**config.mk**
```make
export PLATFORM = sky130hd
export DESIGN_NAME = wt_voice_sched
export DESIGN_NICKNAME = d
export VERILOG_FILES = /design/src/rtl/wt_sched_pkg.sv /design/src/rtl/wt_phase_acc.sv /design/src/rtl/wt_voice_sched.sv
export SDC_FILE = /design/constraint.sdc
export NUM_CORES = 1
export LEC_CHECK = 0
export CAP_MARGIN = 20
export CORE_ASPECT_RATIO = 1.25
export CORE_MARGIN = 1
export CORE_UTILIZATION = 30
export CTS_CLUSTER_SIZE = 14
export DETAILED_ROUTE_END_ITERATION = 8
export PLACE_DENSITY = 0.6
export SKIP_CTS_REPAIR_TIMING = 1
export SLEW_MARGIN = 20
export SYNTH_ARGS = -nofsm -noshare
export SYNTH_HDL_FRONTEND = slang
export SYNTH_SLANG_ARGS = --single-unit
```
**constraint.sdc**
```tcl
create_clock -name clk -period 5.2 [get_ports clk]
set_clock_uncertainty 0.2 [all_clocks]
set_input_delay 0.52 -clock clk [delete_from_list [all_inputs] [get_ports clk]]
set_output_delay 0.52 -clock clk [all_outputs]
set_load 0.01 [all_outputs]
```
**src/rtl/wt_sched_pkg.sv**
```systemverilog
// wt_sched_pkg: shared states, RAM geometry and sample conversion for wt_voice_sched.
// WT_GAIN_EN adds the MACC state used by the registered gain product.
package wt_sched_pkg;
  typedef enum logic [2:0] {
    IDLE, READ, CAPT, DONE
`ifdef WT_GAIN_EN
    , MACC
`endif
  } state_e;
  localparam int ADDR_W = 9;
  localparam int DATA_W = 16;
  localparam int OFFSET_BIN_MSB = DATA_W - 1;
  function automatic logic signed [DATA_W-1:0] offset_to_signed(input logic [DATA_W-1:0] d);
    return {~d[OFFSET_BIN_MSB], d[OFFSET_BIN_MSB-1:0]};
  endfunction
endpackage

```
**src/rtl/wt_phase_acc.sv**
```systemverilog
// wt_phase_acc: one voice phase accumulator; steps by inc when enabled, clears when disabled.
module wt_phase_acc #(
  parameter int PHASE_W = 24
) (
  input  logic               clk,
  input  logic               rst,
  input  logic               step,
  input  logic               en,
  input  logic [PHASE_W-1:0] inc,
  output logic [PHASE_W-1:0] phase
);
  logic [PHASE_W-1:0] phase_q, phase_d;
  always_comb phase_d = step ? (en ? phase_q + inc : '0) : phase_q;
  always_ff @(posedge clk or posedge rst)
    if (rst) phase_q <= '0;
    else phase_q <= phase_d;
  assign phase = phase_q;
endmodule

```
**src/rtl/wt_voice_sched.sv**
```systemverilog
// wt_voice_sched: time-multiplexed wavetable voice scheduler and mixer over a 1-cycle-read RAM.
// Define WT_GAIN_EN for per-voice 8-bit gain (adds one registered cycle per voice).
module wt_voice_sched
  import wt_sched_pkg::*;
#(
  parameter int NUM_VOICES = 4,
  parameter int PHASE_W    = 24
) (
  input  logic                          clk,
  input  logic                          rst,
  input  logic                          sample_tick,
  input  logic [NUM_VOICES-1:0]         voice_en,
  input  logic [NUM_VOICES*PHASE_W-1:0] phase_inc,
`ifdef WT_GAIN_EN
  input  logic [NUM_VOICES*8-1:0]       voice_gain,
`endif
  output logic [ADDR_W-1:0]             ram_addr,
  output logic                          ram_ce,
  output logic                          ram_re,
  output logic                          ram_we,
  input  logic [DATA_W-1:0]             ram_rdata,
  output logic [DATA_W-1:0]             sample_out,
  output logic                          sample_valid,
  output logic                          busy,
  output logic                          overrun
);
  localparam int LG = $clog2(NUM_VOICES);
  localparam int VW = LG > 0 ? LG : 1;
  localparam int AW = DATA_W + LG;
  state_e state_q, state_d;
  logic [VW-1:0] v_q, v_d;
  logic signed [AW-1:0] acc_q, acc_d;
  logic en_q, en_d, ovr_q, ovr_d, last;
  logic [ADDR_W-1:0] addr_q, addr_d, cur_addr;
  logic [DATA_W-1:0] out_q, out_d;
  logic signed [DATA_W-1:0] s, term;
  logic [PHASE_W-1:0] phase [NUM_VOICES];
  genvar i;
  for (i = 0; i < NUM_VOICES; i++) begin : g_voice
    wt_phase_acc #(.PHASE_W(PHASE_W)) u_acc (
      .clk  (clk),
      .rst  (rst),
      .step (state_q == READ && v_q == VW'(i)),
      .en   (voice_en[i]),
      .inc  (phase_inc[i*PHASE_W +: PHASE_W]),
      .phase(phase[i])
    );
  end
  assign s = offset_to_signed(ram_rdata);
  assign last = v_q == VW'(NUM_VOICES - 1);
  assign cur_addr = phase[v_q][PHASE_W-1 -: ADDR_W];
`ifdef WT_GAIN_EN
  localparam state_e FOLD = MACC;
  logic signed [DATA_W-1:0] prod_q, prod_d;
  logic signed [DATA_W+8:0] p;
  assign p = (DATA_W+9)'(s) * (DATA_W+9)'($signed({1'b0, voice_gain[v_q*8 +: 8]}));
  always_comb prod_d = state_q == CAPT ? (en_q ? p[DATA_W+7:8] : '0) : prod_q;
  always_ff @(posedge clk or posedge rst)
    if (rst) prod_q <= '0;
    else prod_q <= prod_d;
  assign term = prod_q;
`else
  localparam state_e FOLD = CAPT;
  assign term = en_q ? s : '0;
`endif
  always_comb begin
    state_d = state_q;
    v_d = v_q;
    acc_d = acc_q;
    en_d = en_q;
    addr_d = addr_q;
    out_d = out_q;
    ovr_d = sample_tick && state_q != IDLE;
    if (state_q == IDLE && sample_tick) begin
      state_d = READ;
      v_d = '0;
      acc_d = '0;
    end
    if (state_q == READ) begin
      state_d = CAPT;
      en_d = voice_en[v_q];
      addr_d = cur_addr;
    end
`ifdef WT_GAIN_EN
    if (state_q == CAPT) state_d = MACC;
`endif
    if (state_q == FOLD) begin
      acc_d = acc_q + AW'(term);
      state_d = last ? DONE : READ;
      v_d = last ? v_q : v_q + 1'b1;
      out_d = last ? DATA_W'(acc_d >>> LG) : out_q;
    end
    if (state_q == DONE) state_d = IDLE;
  end
  always_ff @(posedge clk or posedge rst)
    if (rst) begin
      state_q <= IDLE;
      v_q <= '0;
      acc_q <= '0;
      en_q <= 1'b0;
      ovr_q <= 1'b0;
      addr_q <= '0;
      out_q <= '0;
    end else begin
      state_q <= state_d;
      v_q <= v_d;
      acc_q <= acc_d;
      en_q <= en_d;
      ovr_q <= ovr_d;
      addr_q <= addr_d;
      out_q <= out_d;
    end
  assign ram_addr = state_q == READ ? cur_addr : addr_q;
  assign ram_ce = state_q == READ;
  assign ram_re = state_q == READ;
  assign ram_we = 1'b0;
  assign sample_out = out_q;
  assign sample_valid = state_q == DONE;
  assign busy = state_q != IDLE;
  assign overrun = ovr_q;
endmodule

```
# Word-level counts from Yosys, hierarchy flattened
# Cells that the tools add are included.
[classes]
addsub = 6
order_cmp = 2
eq_ne = 7
n_mux = 21
bitwise_logic = 2
n_reduce_logical = 13
[op_table]
columns = ["op", "count"]
rows = [
  ["2-to-1 mux 24 bit", 6],
  ["adder 24 bit", 4],
  ["binary-select mux 24 bit (select 2 bit)", 1],
  ["2-to-1 mux 18 bit", 2],
  ["adder 18 x 16 -> 18 bit", 1],
  ["2-to-1 mux 16 bit", 1],
  ["2-to-1 mux 3 bit", 4],
  ["2-to-1 mux 9 bit", 1],
  ["2-to-1 mux 2 bit", 4],
  ["== test 3 x 2 -> 1 bit, second input constant", 2],
  ["logical AND 1 bit", 6],
  ["== test 2 bit, second input constant", 2],
  ["AND reduction 2 bit", 2],
  ["nonzero test 4 bit", 1],
  ["== test 3 x 1 -> 1 bit, second input constant", 1],
  ["greater-or-equal comparator 3 bit, second input constant", 1],
  ["zero test 3 bit", 1],
  ["< comparator 2 x 3 -> 1 bit, second input constant", 1],
  ["NOT 2 -> 3 bit", 1],
  ["nonzero test 3 bit", 1],
  ["adder 2 x 1 -> 2 bit, second input constant", 1],
  ["binary-select mux 1 bit (select 2 bit)", 1],
  ["== test 2 x 1 -> 1 bit, second input constant", 1],
  ["zero test 2 bit", 1],
  ["other kinds (4)", 4],
]
[word_totals]
register_bits = 146
in_bits = 119
output_inout_bits = 31
wordCells = 62

# Longest topological paths before layout
# Gate-level depths: netlist of run 1.
[depth]
depth_word = 6
ltp_mapped = 11
ltp_nobuf = 11

# Hierarchy
# Synthesis of run 1 repeated with hierarchy kept, for this count alone.
[unflattened]
cells_unflattened = 1231
hier_area_um2 = 11363.4
[by_module_without_submodules]
columns = ["mod", "instances", "cells_each", "area_per_inst_um2", "seq_area_each_um2"]
rows = [
  ["wt_phase_acc at g_voice[0].u_acc ...", 3, 243, 2078.2, 600.6],
  ["wt_voice_sched", 1, 279, 3049.2, 1226.2],
  ["wt_phase_acc at g_voice[3].u_acc", 1, 223, 2079.5, 600.6],
]

# Least setup slack after synthesis of run 1
# Ideal clock, no wire load.
[synth_timing]
path_kind = "in2reg"
startpoint = "input port phase_inc[72]"
endpoint = "register g_voice[3].u_acc.phase_q[20]"
setup_ns = 0.127
t_arrival_ns = 2.802
required_time_ns = 4.873
setup_slack_ns = 2.070
path_stages = 10
path_buffers = 0
cell_sequence = "ha_1 fa_1 a211oi_1 nor4_1 o31ai_2 o221ai_2 a2111oi_1 o41ai_2 xnor2_1 o21ai_1"
[synth_via]
elab_chain_cells = 2
[synth_rtl]
columns = ["item", "line_no", "source"]
rows = [
  ["start: declaration", "wt_voice_sched.sv:13", "input logic [NUM_VOICES*PHASE_W-1:0] phase_inc,"],
  ["adder 24 bit", "wt_phase_acc.sv:13", "always_comb phase_d = step ? (en ? phase_q + inc : '0) : phase_q;"],
  ["2-to-1 mux 24 bit", "wt_phase_acc.sv:13", ""],
  ["end signal: assignment", "wt_phase_acc.sv:16", "else phase_q <= phase_d;"],
  ["end: declaration", "wt_phase_acc.sv:12", "logic [PHASE_W-1:0] phase_q, phase_d;"],
]
# Every way passes these cells.
# A chain may end at the register's enable or synchronous reset.

# Final worst setup path of run 1
# Same ends and word-level chain as after synthesis.

==> results.cfg, run 1 <==
[status]
status = completed

[yosys]
synth.distinct_cells = 71
yosys_warnings = 0
synth_compound_area_share_pct = 23.5
yosysSeqAreaShare_pct = 33.1
synth_area_per_cell_um2 = 8.87
yosys.area_share.simple_pct = 16.5
syn_nets = 1473
ys_ff_latch = 145
syn_area_um2 = 11000
synth_top_family_by_area = compound AO/OA/AOI/OAI gates
synthMuxAreaShare_pct = 3.37
synth-adder-area-share_pct = 13.8
synth_xor_area_share_pct = 7.11
syn_inst = 1236
synth_edf_count = 0
synthFlopType = dfrtp_1
async_flop_share_pct = 100

[power]
seqPwrFrac_pct = 26.7
swShare_pct = 41.5
p_switching_mw = 3.06
max-vdd-ir-drop_v = 0.000214
combPwrFrac_pct = 54.4
internal_power_mw = 4.32
p_total_mw = 7.38
p_leak_nw = 6.11
power_frac_clock_pct = 18.8
p_per_area_nw_per_um2 = 544

[global_route]
grt_usage_pct = 16.4
first_global_vias = 9525
grt_overflow = 0
grt_first_pass_wirelength_mm = 49.1
antenna_found_initial = 2
grt_max_degree = 99

[timing]
period_share_pct = 67.4
setup_viol = 0
timing.fmax_ghz = 0.285
rsz0062_at_grt = false
finalSetupTns_ns = 0
fin_ws_ns = 1.70
hold_violations = 0
whs_ns = 0.279
maxSlewHeadroom_pct = 34.6
worstMarginPinSlew_ns = 0.978
slew_violations = 0
timing.final.crit_period_ns = 3.50

[floorplanning]
dieArea_um2 = 37300
rows = 77
io_pins = 150
start_util_pct = 30.8
fp.dieH_um = 216
fp.dieW_um = 173
core-area_um2 = 35600

[setup_path]
critPathLaunchType = input pin
critPathRequiredTime_ns = 5.30
rrSetupSlack_ns = 1.80
r2r_end = g_voice[3].u_acc.phase[20]
endpoint = g_voice[3].u_acc.phase[20]
crit_type = in2reg
cp.arrival_ns = 3.61
critical-path-slowest-cell = a2111oi_1
path_cells = clkdlybuf4s50_1 > ha_1 > fa_1 > a211oi_1 > nor4_1 > o31ai_2 > o221ai_2 > a2111oi_1 > o41ai_2 > xnor2_1 > o21ai_1
rr_startpoint = g_voice[3].u_acc.phase[0]
max_stage_delay_ns = 0.55
cp-end-kind = flop
crit_start = phase_inc[72]
reg2reg_depth = 10
worstPathMaxFanout = 4

[hold_path]
hold_class = reg2reg

[routing]
ant_nets = 0
vias = 9513
drt-initial-drc-count = 457
vias_per_cell = 5.13
drt-total-wl_mm = 29.6
firstDrtPassIters = 6
drc_errors = 0
wl_per_cell_um = 15.9

[placed_design]
post-dp-hpwl_mm = 22.3
dp_slack_ns = 1.30
gp_congestion = 0.860
port_buffers = 148
post_dp_cell_area_um2 = 12900

[clock_tree]
cts_tree = built
cts_root_buf = clkbuf_16
clk-insertion-delay-late_ns = 0.44
clock-sinks = 145
cts_made_buffers = 17
clockBufferDepth = 2
htree_levels = 4
path_clk_slew_ns = 0.07

[cells_and_area]
layout-drive-gt1-share_pct = 5.08
fillers = 3594
final_common_cell = nand2_1
ff_latch_area_um2 = 3630
layout_common_cells = nand2_1, clkdlybuf4s50_1, dfrtp_1, o21ai_0, ha_1
fin_area_um2 = 13600
multiInputGateArea_um2 = 7060
area_growth_pct = 23.8
finish.net_count = 1603

[job]
maxCapViolations = 0
cells by family (layout without fill, tap and decap cells):
logic type,Yosys count,count (layout)
compound gates,403,403
simple gates,385,385
flops,145,145
fa+ha+maj,118,118
xor+xnor,89,89
buf+inv,72,215
mux,23,23
other cells,1,2
power by group through the flow:
stage	clock (mW)	sequential [mW]	combinational, mW
after detailed placement	0	2.01	4.00
final	1.39	1.97	4.02
after floorplan	0	1.87	3.01
after CTS	1.43	1.99	4.04
after global placement	0	1.99	3.95
after global routing	1.48	2.05	4.55
worst min-delay path by stage:
stage,start,end,slack (ns),cells after the start
6_report,g_voice[0].u_acc.phase[3],g_voice[0].u_acc.phase[3],0.28,2
5_1_grt,g_voice[1].u_acc.phase[5],g_voice[1].u_acc.phase[5],0.30,2
4_1_cts,g_voice[0].u_acc.phase[3],g_voice[0].u_acc.phase[3],0.28,2
3_5_place_dp,g_voice[0].u_acc.phase[3],g_voice[0].u_acc.phase[3],0.27,2
3_3_place_gp,g_voice[0].u_acc.phase[3],g_voice[0].u_acc.phase[3],0.26,2
2_1_floorplan,g_voice[1].u_acc.phase[0],g_voice[1].u_acc.phase[0],0.24,2
sequential cells by signal, summed over array words and instances (netlist names):
name / cells
sample_out: 16
v_q: 2
state_q: 2
addr_q: 9
acc_q: 18
en_q: 1
g_voice.u_acc.phase: 96
overrun: 1
metal layers:
layer	vias to the layer above	part of all wire (%)	GRT usage [%]	wire (um)
li1	4793	-	-	-
met1	4527	45	20.3	13300
met2	165	48	27.9	14300
met3	26	5.2	4.21	1540
met4	2	1.4	4.90	427
met5	-	0.041	0	12
cell type report:
class,count,share of cell area [%]
multi-input cells,1019,52.0
clock buffers,20,3.29
flip-flops and latches,145,26.7
repair buffers,154,11.2
diodes,1,0.0184
inverters,29,0.839
clock inverters,12,1.49
well taps,474,4.37
critical path: cells and delay by family:
kind	cells	cell delay (ns)
and+or+nand+nor	1	0.15
buffers and inverters	1	0.41
AOI/OAI and AO/OA	6	1.72
adders and majority gates	2	0.64
xor gates and xnor gates	1	0.15
synth_stat cells, drive strengths merged (24+ instances only):
master    n  area (um2)
inv      29         109
nor2     56         210
a21oi    74         370
a21o     37         278
o21ai   142         711
o31ai    24         185
dfrtp   145        3630
clkbuf   36         136
nand2   178         668
xnor2    39         342
ha      113        1410
xor2     50         438
nand3    25         125
per-stage QoR:
step	utilization [%]	cells
2_1_floorplan	-	1236
3_3_place_gp	36.2	1821
3_5_place_dp	36.2	1821
4_1_cts	38.1	1853
5_1_grt	38.1	1854
6_report	38.1	1854
No activity file was read; power rests on OpenSTA's default activity.
==> run 2: changes to the inputs <==
==> constraint.sdc (replaced) <==
create_clock -name clk -period 3.7 [get_ports clk]
set_clock_uncertainty 0.2 [all_clocks]
set_input_delay 0.37 -clock clk [delete_from_list [all_inputs] [get_ports clk]]
set_output_delay 0.37 -clock clk [all_outputs]
set_load 0.01 [all_outputs]
==> results.cfg, run 2 (same netlist as run 1, synthesis figures left out) <==
[clock_tree]
clk-insertion-delay-late_ns = 0.45
htree_levels = 4
cts_made_buffers = 17
cts_tree = built
clock-sinks = 145
cts_root_buf = clkbuf_16
clockBufferDepth = 2
path_clk_slew_ns = 0.08

[timing]
worstMarginPinSlew_ns = 0.822
finalSetupTns_ns = 0
setup_viol = 0
hold_violations = 0
rsz0062_at_grt = false
timing.fmax_ghz = 0.309
slew_violations = 0
maxSlewHeadroom_pct = 45.0
period_share_pct = 87.6
whs_ns = 0.153
timing.final.crit_period_ns = 3.24

[placed_design]
port_buffers = 148
post-dp-hpwl_mm = 22.9
gp_congestion = 0.862
post_dp_cell_area_um2 = 13100

[cells_and_area]
area_growth_pct = 24.7
largest_reg_flops = 96
finish.net_count = 1618
layout-drive-gt1-share_pct = 6.24
layout_common_cells = nand2_1, clkdlybuf4s50_1, dfrtp_1, o21ai_0, ha_1
fin_area_um2 = 13700
fillers = 3579
final_common_cell = nand2_1
multiInputGateArea_um2 = 7060
ff_latch_area_um2 = 3630

[setup_path]
crit_type = reg2reg
critPathLaunchType = flop
critPathRequiredTime_ns = 3.80
cp-end-kind = flop
cp.arrival_ns = 3.34
worstPathMaxFanout = 3

[global_route]
antenna_found_initial = 2
grt_max_degree = 45
first_global_vias = 9495
grt_first_pass_wirelength_mm = 49.2
grt_overflow = 0
grt_usage_pct = 16.5

[floorplanning]
io_pins = 150
dieArea_um2 = 37300
start_util_pct = 30.8
core-area_um2 = 35600
rows = 77
fp.dieW_um = 173
fp.dieH_um = 216

[job]
maxCapViolations = 0

[routing]
wl_per_cell_um = 15.9
drt-initial-drc-count = 386
vias = 9530
ant_nets = 0
drc_errors = 0
vias_per_cell = 5.10
drt-total-wl_mm = 29.8
firstDrtPassIters = 4

[power]
p_total_mw = 10.3
max-vdd-ir-drop_v = 0.000268
p_per_area_nw_per_um2 = 754
p_leak_nw = 6.17

[status]
status = completed

[hold_path]
hold_class = in2async
-- run 2: cell count changes in the layout (fill, tap and decap cells not counted), sizes merged --
cell	before	now
buf	6	21
bufinv	5	1
clkbuf	20	18
clkinv	3	6
diode	1	2
inv	32	35
-- run 2: power breakdown --
group          switching [mW]  internal, mW
Sequential              0.504          2.24
Combinational            3.10          2.69
Clock                   0.801         0.980
-- run 2: layout make-up --
cell class | instances | area share, %
repair buffers | 169 | 12.2
clock buffers | 18 | 3.21
multi-input cells | 1019 | 51.6
flip-flops and latches | 145 | 26.6
inverters | 29 | 0.824
clock inverters | 14 | 1.22
well taps | 474 | 4.34
diodes | 2 | 0.0366
-- run 2: path summary, 6_finish.rpt --
| path | from | end | slack (ns) | cells after the start |
|---|---|---|---|---|
| setup / recovery | g_voice[3].u_acc.phase[0] | g_voice[3].u_acc.phase[20] | 0.46 | 10 |
| hold reg to reg | sample_out[5] | sample_out[5] | 0.28 | 2 |
| max in group asynchronous | rst | g_voice[3].u_acc.phase[3] | 2.46 | 3 |
| min in group clk | sample_out[5] | sample_out[5] | 0.28 | 2 |
| hold / removal | rst | acc_q[11] | 0.15 | 2 |
| setup reg to reg | g_voice[3].u_acc.phase[0] | g_voice[3].u_acc.phase[20] | 0.46 | 10 |
-- run 2: metrics by stage --
step / setup slack [ns] / utilization, % / instances
3_5_place_dp: 0.0543 / 36.6 / 1836
2_1_floorplan: 0.720 / - / 1236
3_3_place_gp: 0.124 / 36.6 / 1836
5_1_grt: 0.174 / 38.3 / 1870
6_report: 0.461 / 38.3 / 1870
4_1_cts: 0.433 / 38.3 / 1868
-- run 2: worst max-delay path, cell delays in order, from the launching register on --
cell and delay [ns]:
dfrtp_1 0.38, ha_1 0.21, fa_1 0.43, a211oi_1 0.34, nor4_1 0.15, o31ai_2 0.33
o221ai_2 0.15, a2111oi_1 0.52, o41ai_2 0.17, xnor2_1 0.15, o21ai_1 0.07
-- run 2: layer usage --
layer	share of wire (%)	vias to the layer above	track usage, %
met2	49	154	28.1
met4	1.4	0	4.81
met3	5.4	18	4.79
li1	-	4833	-
met5	0	-	0
met1	45	4525	20.1
==> run 3: changes to the inputs <==
--- a/config.mk
+++ b/config.mk
@@ -6,14 +6,16 @@
 export NUM_CORES = 1
 export LEC_CHECK = 0
 export CAP_MARGIN = 20
+export CELL_PAD_IN_SITES_DETAIL_PLACEMENT = 1
+export CELL_PAD_IN_SITES_GLOBAL_PLACEMENT = 2
 export CORE_ASPECT_RATIO = 1.25
 export CORE_MARGIN = 1
 export CORE_UTILIZATION = 30
 export CTS_CLUSTER_SIZE = 14
 export DETAILED_ROUTE_END_ITERATION = 8
-export PLACE_DENSITY = 0.6
+export PLACE_DENSITY = 0.83
+export SETUP_SLACK_MARGIN = 0.4
 export SKIP_CTS_REPAIR_TIMING = 1
-export SLEW_MARGIN = 20
 export SYNTH_ARGS = -nofsm -noshare
 export SYNTH_HDL_FRONTEND = slang
 export SYNTH_SLANG_ARGS = --single-unit
==> results.cfg, run 3 (same netlist as run 1, synthesis figures left out) <==
[status]
status = completed

[floorplanning]
fp.dieH_um = 216
rows = 77
core-area_um2 = 35600
fp.dieW_um = 173
io_pins = 150
dieArea_um2 = 37300
start_util_pct = 30.8

[placed_design]
placed_cells = 1839
port_buffers = 148
gp_congestion = 0.816
post-dp-hpwl_mm = 25.5

[global_route]
first_global_vias = 10520
grt_max_degree = 60
antenna_found_initial = 3
grt_usage_pct = 18.2
grt_overflow = 0
grt_first_pass_wirelength_mm = 54.6

[routing]
drc_errors = 0
vias_per_cell = 5.25
ant_nets = 0
wl_per_cell_um = 17.6
drt-initial-drc-count = 451
vias = 9845
firstDrtPassIters = 4
drt-total-wl_mm = 33.0

[cells_and_area]
layout_common_cells = nand2_1, clkdlybuf4s50_1, dfrtp_1, o21ai_0, ha_1
final_common_cell = nand2_1
area_growth_pct = 24.8
layout-drive-gt1-share_pct = 6.93
largest_reg_flops = 96
final_cells = 1876
finish.net_count = 1623

[timing]
rsz0062_at_grt = false
slew_violations = 0
maxSlewHeadroom_pct = 30.6
worstMarginPinSlew_ns = 1.04
setup_viol = 0
hold_violations = 0
finalSetupTns_ns = 0
period_share_pct = 84.3
timing.fmax_ghz = 0.320
timing.final.crit_period_ns = 3.12

[power]
p_per_area_nw_per_um2 = 765
max-vdd-ir-drop_v = 0.000351
p_total_mw = 10.5
p_leak_nw = 6.16

[setup_path]
crit_type = reg2reg
rrSetupSlack_ns = 0.58
critPathRequiredTime_ns = 3.78
critPathLaunchType = flop
cp-end-kind = flop
cp.arrival_ns = 3.20
worstPathMaxFanout = 11

[clock_tree]
clk-insertion-delay-late_ns = 0.45
cts_root_buf = clkbuf_16
cts_made_buffers = 17
htree_levels = 4
clockBufferDepth = 2
clock-sinks = 145
cts_tree = built
path_clk_slew_ns = 0.07

[hold_path]
hold_class = in2async

[job]
maxCapViolations = 0
run 3: cell types whose count changed in the layout (fill, tap and decap cells not counted), sizes merged:
cell,before,now
diode,2,3
inv,35,32
clkinv,6,3
clkinvlp,1,4
buf,21,26
clkbuf,18,21
run 3: power breakdown:
group,internal (mW),switching (mW),leakage (nW)
Clock,0.984,0.767,0.277
Sequential,2.24,0.551,1.81
Combinational,2.73,3.20,4.07
run 3: cell type report:
cell class                 instances  area [um2]
fill                            4172       22000
multi-input combinational       1019        7080
sequential                       145        3630
timing repair buffer             174        1690
tap                              474         593
clock buffer                      21         470
inverter                          29         113
clock inverter                    11         103
antenna                            3        7.51
run 3: metal layers:
| layer | wire, um | share of wire [%] | vias up | track usage [%] |
|---|---|---|---|---|
| met4 | 670 | 2.0 | 0 | 6.76 |
| met3 | 1180 | 3.6 | 35 | 3.72 |
| met2 | 16700 | 51 | 137 | 32.7 |
| li1 | - | - | 4831 | - |
| met5 | 0 | 0 | - | 0 |
| met1 | 14500 | 44 | 4842 | 21.3 |
run 3: worst paths after layout:
| kind | start | end | cells past startpoint |
|---|---|---|---|
| max | en_q | sample_out[14] | 11 |
| min | rst | sample_out[12] | 2 |
| max reg2reg | en_q | sample_out[14] | 11 |
| min reg2reg | sample_out[6] | sample_out[6] | 2 |
| max in group asynchronous | rst | acc_q[4] | 3 |
| min in group clk | sample_out[6] | sample_out[6] | 2 |
run 3: through the flow:
step	instance area (um2)	util, %	setup WS, ns	hold slack, ns
after global routing	13700	38.4	0.436	0.214
after global placement	13100	36.6	0.110	0.261
after detailed placement	13100	36.6	0.0961	0.271
after floorplan	11000	-	0.720	0.243
after CTS	13600	38.3	0.396	0.173
final	13700	38.4	0.579	0.175
run 3: worst max-delay path, stage by stage, from the launching register on:
cell and delay [ns]:
dfrtp_2 0.49, and2_1 0.17, ha_1 0.21, fa_1 0.45
a21o_1 0.20, a21oi_1 0.20, o21bai_1 0.11, a221o_1 0.36
nand4_1 0.13, a31oi_1 0.12, xnor2_1 0.21, o21ai_0 0.10
